### src/rtl/tmds_deserializer.sv
// TMDS symbol aligner: DDR bit pairs in, aligned 10-bit words out.
// Bit-slips until control tokens repeat, then holds lock until they vanish.
module tmds_deserializer #(
    parameter int SLIP_WAIT = 4096,
    parameter int LOCK_CNT  = 8,
    parameter int LOST_WAIT = 65535
) (
    input  logic       ser_clk,
    input  logic       rst_n,
    input  logic       rx_en,
    input  logic       din_even,
    input  logic       din_odd,
    output logic [9:0] word,
    output logic       word_valid,
    output logic       is_ctrl,
    output logic [1:0] ctrl,
    output logic       locked,
    output logic [3:0] slip_pos
);
    typedef enum logic [1:0] {SEARCH, VERIFY, LOCKED} state_t;

    localparam logic [31:0] SW = 32'(SLIP_WAIT);
    localparam logic [31:0] LC = 32'(LOCK_CNT);
    localparam logic [31:0] LW = 32'(LOST_WAIT);

    state_t      state;
    logic [10:0] sr;
    logic [2:0]  phase;
    logic        ext;
    logic [31:0] miss_cnt;
    logic [31:0] tok_cnt;
    logic [31:0] miss_inc;
    logic [31:0] tok_inc;
    logic [9:0]  cand;
    logic        cand_tok;
    logic [1:0]  cand_ctrl;
    logic        slip_req;
    logic        slip_hold;
    logic [3:0]  slip_nxt;

    // Odd offsets end the word on the even bit of the newest pair.
    always_comb begin
        cand      = slip_pos[0] ? sr[9:0] : sr[10:1];
        cand_tok  = 1'b1;
        cand_ctrl = 2'd0;
        unique case (1'b1)
            (cand == 10'b1101010100): cand_ctrl = 2'd0;
            (cand == 10'b0010101011): cand_ctrl = 2'd1;
            (cand == 10'b0101010100): cand_ctrl = 2'd2;
            (cand == 10'b1010101011): cand_ctrl = 2'd3;
            default:                  cand_tok  = 1'b0;
        endcase
    end

    assign miss_inc  = miss_cnt + 32'd1;
    assign tok_inc   = tok_cnt + 32'd1;
    assign slip_nxt  = (slip_pos == 4'd9) ? 4'd0 : slip_pos + 4'd1;
    assign slip_hold = slip_req && !slip_pos[0];

    always_comb begin
        slip_req = 1'b0;
        if (ext && !cand_tok) begin
            case (state)
                SEARCH:  slip_req = (miss_inc >= SW);
                VERIFY:  slip_req = 1'b1;
                default: slip_req = 1'b0;
            endcase
        end
    end

    always_ff @(posedge ser_clk or negedge rst_n) begin
        if (!rst_n) begin
            state      <= SEARCH;
            sr         <= '0;
            phase      <= '0;
            ext        <= 1'b0;
            miss_cnt   <= '0;
            tok_cnt    <= '0;
            word       <= '0;
            word_valid <= 1'b0;
            is_ctrl    <= 1'b0;
            ctrl       <= '0;
            locked     <= 1'b0;
            slip_pos   <= '0;
        end else if (!rx_en) begin
            state      <= SEARCH;
            sr         <= '0;
            phase      <= '0;
            ext        <= 1'b0;
            miss_cnt   <= '0;
            tok_cnt    <= '0;
            word       <= '0;
            word_valid <= 1'b0;
            is_ctrl    <= 1'b0;
            ctrl       <= '0;
            locked     <= 1'b0;
            slip_pos   <= '0;
        end else begin
            sr         <= {din_odd, din_even, sr[10:2]};
            ext        <= (phase == 3'd4);
            word_valid <= ext;
            // An even-to-odd slip pushes the boundary into the next pair.
            if (phase == 3'd4) begin
                phase <= 3'd0;
            end else if (!slip_hold) begin
                phase <= phase + 3'd1;
            end
            if (slip_req) begin
                slip_pos <= slip_nxt;
            end
            if (ext) begin
                word    <= cand;
                is_ctrl <= cand_tok;
                ctrl    <= cand_ctrl;
                case (state)
                    SEARCH: begin
                        if (cand_tok) begin
                            miss_cnt <= '0;
                            if (LC <= 32'd1) begin
                                state  <= LOCKED;
                                locked <= 1'b1;
                            end else begin
                                state   <= VERIFY;
                                tok_cnt <= 32'd1;
                            end
                        end else begin
                            miss_cnt <= slip_req ? '0 : miss_inc;
                        end
                    end
                    VERIFY: begin
                        if (cand_tok) begin
                            if (tok_inc >= LC) begin
                                state    <= LOCKED;
                                locked   <= 1'b1;
                                tok_cnt  <= '0;
                                miss_cnt <= '0;
                            end else begin
                                tok_cnt <= tok_inc;
                            end
                        end else begin
                            state    <= SEARCH;
                            tok_cnt  <= '0;
                            miss_cnt <= '0;
                        end
                    end
                    LOCKED: begin
                        if (cand_tok) begin
                            miss_cnt <= '0;
                        end else if (miss_inc >= LW) begin
                            state    <= SEARCH;
                            locked   <= 1'b0;
                            miss_cnt <= '0;
                        end else begin
                            miss_cnt <= miss_inc;
                        end
                    end
                    default: begin
                        state  <= SEARCH;
                        locked <= 1'b0;
                    end
                endcase
            end
        end
    end
endmodule

### config.mk
export PLATFORM = sky130hd
export DESIGN_NAME = tmds_deserializer
export DESIGN_NICKNAME = d
export VERILOG_FILES = /design/src/rtl/tmds_deserializer.sv
export SDC_FILE = /design/constraint.sdc
export NUM_CORES = 1
export LEC_CHECK = 0
export ABC_AREA = 1
export CORE_UTILIZATION = 56
export CTS_CLUSTER_DIAMETER = 120
export DETAILED_ROUTE_END_ITERATION = 8
export GPL_ROUTABILITY_DRIVEN = 0
export GPL_TIMING_DRIVEN = 0
export PLACE_DENSITY = 0.76
export RECOVER_POWER = 50
export SYNTH_ARGS = -nofsm -noshare
export SYNTH_HDL_FRONTEND = slang
export SYNTH_SLANG_ARGS = --single-unit
### constraint.sdc
create_clock -name ser_clk -period 2.5 [get_ports ser_clk]
set_clock_uncertainty 0.05 [all_clocks]
set_input_delay 0.25 -clock ser_clk [delete_from_list [all_inputs] [get_ports ser_clk]]
set_output_delay 0.25 -clock ser_clk [all_outputs]
set_load 0.02 [all_outputs]
==> impl_metrics.ini <==
[pwr]
power_density_nw_per_um2 = 455.9
switchingPower_w = 0.001007
combinationalPowerShare = 0.150
swShare = 0.2807
max-vdd-ir-drop_v = 0.0005102
p_int_w = 0.002580
p_leak_nw = 3.958
p_seq_frac = 0.473
clkPwrFrac = 0.377
power_w = 0.003587

[routing]
via_per_inst = 5.065
via_count = 6276
drc = 0
first_iter_violations = 382
wl_per_cell_um = 12.36
dr.pass1.iters = 5
drt-total-wl_um = 15310
ant_nets = 0

[floorplanning]
rows = 39
die_h_um = 110.6
initial_core_util = 0.5760
ioPinCount = 24
coreArea_um2 = 11470
die_w_um = 110.6
die_area_um2 = 12230

[worst_setup_path]
reg2reg_to = miss_cnt[13]
startpoint_type = flip-flop
end_kind = flip-flop
crit_path_max_fanout = 10
criticalPathCategory = reg2reg
critPathRequiredTime_ns = 2.69
crit_end = miss_cnt[13]
startpoint = tok_cnt[1]
r2r-start = tok_cnt[1]
ff2ff_path_depth = 19
regToRegSetupSlack_ns = 0.03
cp.arrival_ns = 2.67

[yosys]
syn_area_um2 = 6605
syn_nets = 1047
ys_async_sr_fraction = 1.000
ys_seq_area_frac = 0.3789
synth-edff-count = 0
syn_inst = 1032
avgSynthCellArea_um2 = 6.400
yosys_warnings = 0
synth_ff_type = dfrtp_1
ys_seq_elements = 100
synth_cell_types = 33

[global_routing]
grt_max_degree = 55
grt_usage = 0.2577
grt_pass1_vias = 5726
grt_pass1_wl_um = 25750
grt.overflow.total = 0
antenna_found_initial = 0

[flow_run]
cap_violations = 0

[place]
placed_cell_area_um2 = 7039
io_buffers = 23
place_inst = 1199
hpwl_um = 10960
dp_worst_setup_slack_ns = -0.1486

[timing]
final_hold_viol_count = 0
final_max_slew_viol_count = 0
rsz0062_at_grt = true
slew_headroom = 0.2615
setup_viol = 0
finalCritPeriodShare = 0.9888
fin_ws_ns = 0.02799
min_period_ns = 2.472
tns_ns = 0
max_freq_mhz = 404.5
worst_pin_slew_ns = 1.108

[cts]
cts_num_sinks = 100
numCtsBuffers = 9
clkSlewWorstSetupHoldPaths_ns = 0.07
h-tree-depth = 3
clk_latency_ns = 0.36
cts_tree = done
root_buffer = clkbuf_16
clockBufferDepth = 2

[cells_and_area]
design_area_um2 = 7868
fin_nets = 1106
drive_gt1_frac = 0.1606
diodes = 0
area_growth_pct = 19.11
fin_cells = 1239

[min_path]
hp-class = in2reg

[outcome]
status = completed
==> worst min-delay path by stage <==
stage / start / end / slack, ns / depth (start not counted)
floorplan: rst_n / ctrl[0] / -0.1 / 0
global placement: sr[7] / sr[5] / 0.41 / 2
detailed placement: rst_n / sr[1] / 0.24 / 1
CTS: din_odd / sr[10] / 0.36 / 3
global route: din_odd / sr[10] / 0.38 / 3
finish: din_odd / sr[10] / 0.36 / 3
==> cell usage in the layout (no fill, tap or decap), types with 16 or more instances in the layout <==
cell               n
inv_1            127
dfrtp_1           95
nor2_4            19
nor2_2            22
buf_4             23
nand2_1          401
nand2_2           30
clkdlybuf4s50_1   21
nand4_1           16
nand3_1           44
inv_2             19
nor2_1           141
==> state kept, by name, summed over array words and instances, names as in the netlist <==
register	flops
slip_pos	4
locked	1
phase	3
word	10
sr	11
state	2
ext	1
tok_cnt	32
word_valid	1
is_ctrl	1
ctrl	2
miss_cnt	32
==> worst max-delay path: stages, from the launching register on <==
cell	delay (ns)
dfrtp_1	0.39
ha_4	0.17
nand2_4	0.06
nor2_4	0.21
nand2_2	0.12
nor2_4	0.19
buf_6	0.13
nand2_1	0.05
nand2_1	0.06
nand2_1	0.04
nand2_1	0.05
inv_1	0.05
nand2_2	0.08
nor2_4	0.05
nand3_4	0.09
nand3_4	0.13
buf_8	0.19
buf_6	0.13
nand2_1	0.05
nand2_1	0.06
==> synthesized netlist by cell type, types with 2 or more instances <==
cell / count / area (µm²)
a21oi_1: 3 / 15.01
buf_2: 5 / 25.02
buf_4: 3 / 22.52
buf_6: 3 / 33.78
clkbuf_1: 4 / 15.01
dfrtp_1: 100 / 2502
ha_1: 10 / 125.1
inv_1: 129 / 484.2
inv_2: 17 / 63.81
nand2_1: 417 / 1565
nand2_2: 16 / 100.1
nand2_4: 2 / 22.52
nand3_1: 52 / 260.3
nand3_2: 3 / 30.03
nand3b_1: 4 / 30.03
nand4_1: 16 / 100.1
nor2_1: 165 / 619.3
nor2_2: 9 / 56.30
nor2_4: 8 / 90.09
nor3_1: 9 / 45.04
o21ai_0: 18 / 90.09
o21ai_1: 3 / 15.01
o22ai_1: 8 / 50.05
or2_2: 2 / 12.51
xnor2_1: 7 / 61.31
xor2_1: 12 / 105.1
==> repair_timing <==
action	in CTS	in global routing
hold buffers	1	0
resized for setup	21	81
pin swaps	6	23
setup endpoints to repair	47	62
hold endpoints to repair	46	0
cloned	0	1
buffers inserted	10	12
==> power by group through the flow <==
| stage | sequential, W | clock, W | combinational, W |
|---|---|---|---|
| floorplan | 0.00174 | 0 | 0.000288 |
| global placement | 0.00173 | 0 | 0.000437 |
| detailed placement | 0.00173 | 0 | 0.000446 |
| CTS | 0.00169 | 0.00139 | 0.000492 |
| global route | 0.00170 | 0.00145 | 0.000603 |
| finish | 0.00170 | 0.00135 | 0.000539 |
==> area by class of cell <==
type                       instances  area, µm²
buffer                            17      151.4
multi-input combinational        768       3752
clock buffer                      10      239.0
timing repair buffer              48      436.7
fill                             992       3600
clock inverter                     6      48.80
sequential                       100       2509
tap                              143      178.9
inverter                         147      551.8
==> kinds of logic after synthesis <==
| group | after synthesis | share of synthesized area |
|---|---|---|
| adder cells (fa/ha/maj) | 10 | 0.01894 |
| AND/OR/NAND/NOR | 705 | 0.4478 |
| XOR/XNOR | 19 | 0.02519 |
| AO/OA/AOI/OAI | 34 | 0.02823 |
| buffers and inverters | 164 | 0.1010 |
| flip-flops | 100 | 0.3789 |
==> routing by layer <==
metal / routed length [µm] / part of all wire / track usage / vias to the layer above
met2: 7383 / 0.48 / 0.4319 / 150
met5: 0 / 0 / 0 / -
met1: 6886 / 0.45 / 0.3337 / 2861
li1: - / - / - / 3239
met4: 294 / 0.019 / 0.07556 / 0
met3: 743 / 0.049 / 0.05708 / 26
==> stage by stage <==
step | utilization | hold slack, ns
6_report | 0.6861 | 0.3648
5_1_grt | 0.6861 | 0.3761
4_1_cts | 0.6517 | 0.3597
3_5_place_dp | 0.6139 | 0.2431
3_3_place_gp | 0.6117 | 0.4064
2_1_floorplan | - | -0.09559
Power figures use the tool's default switching activity.
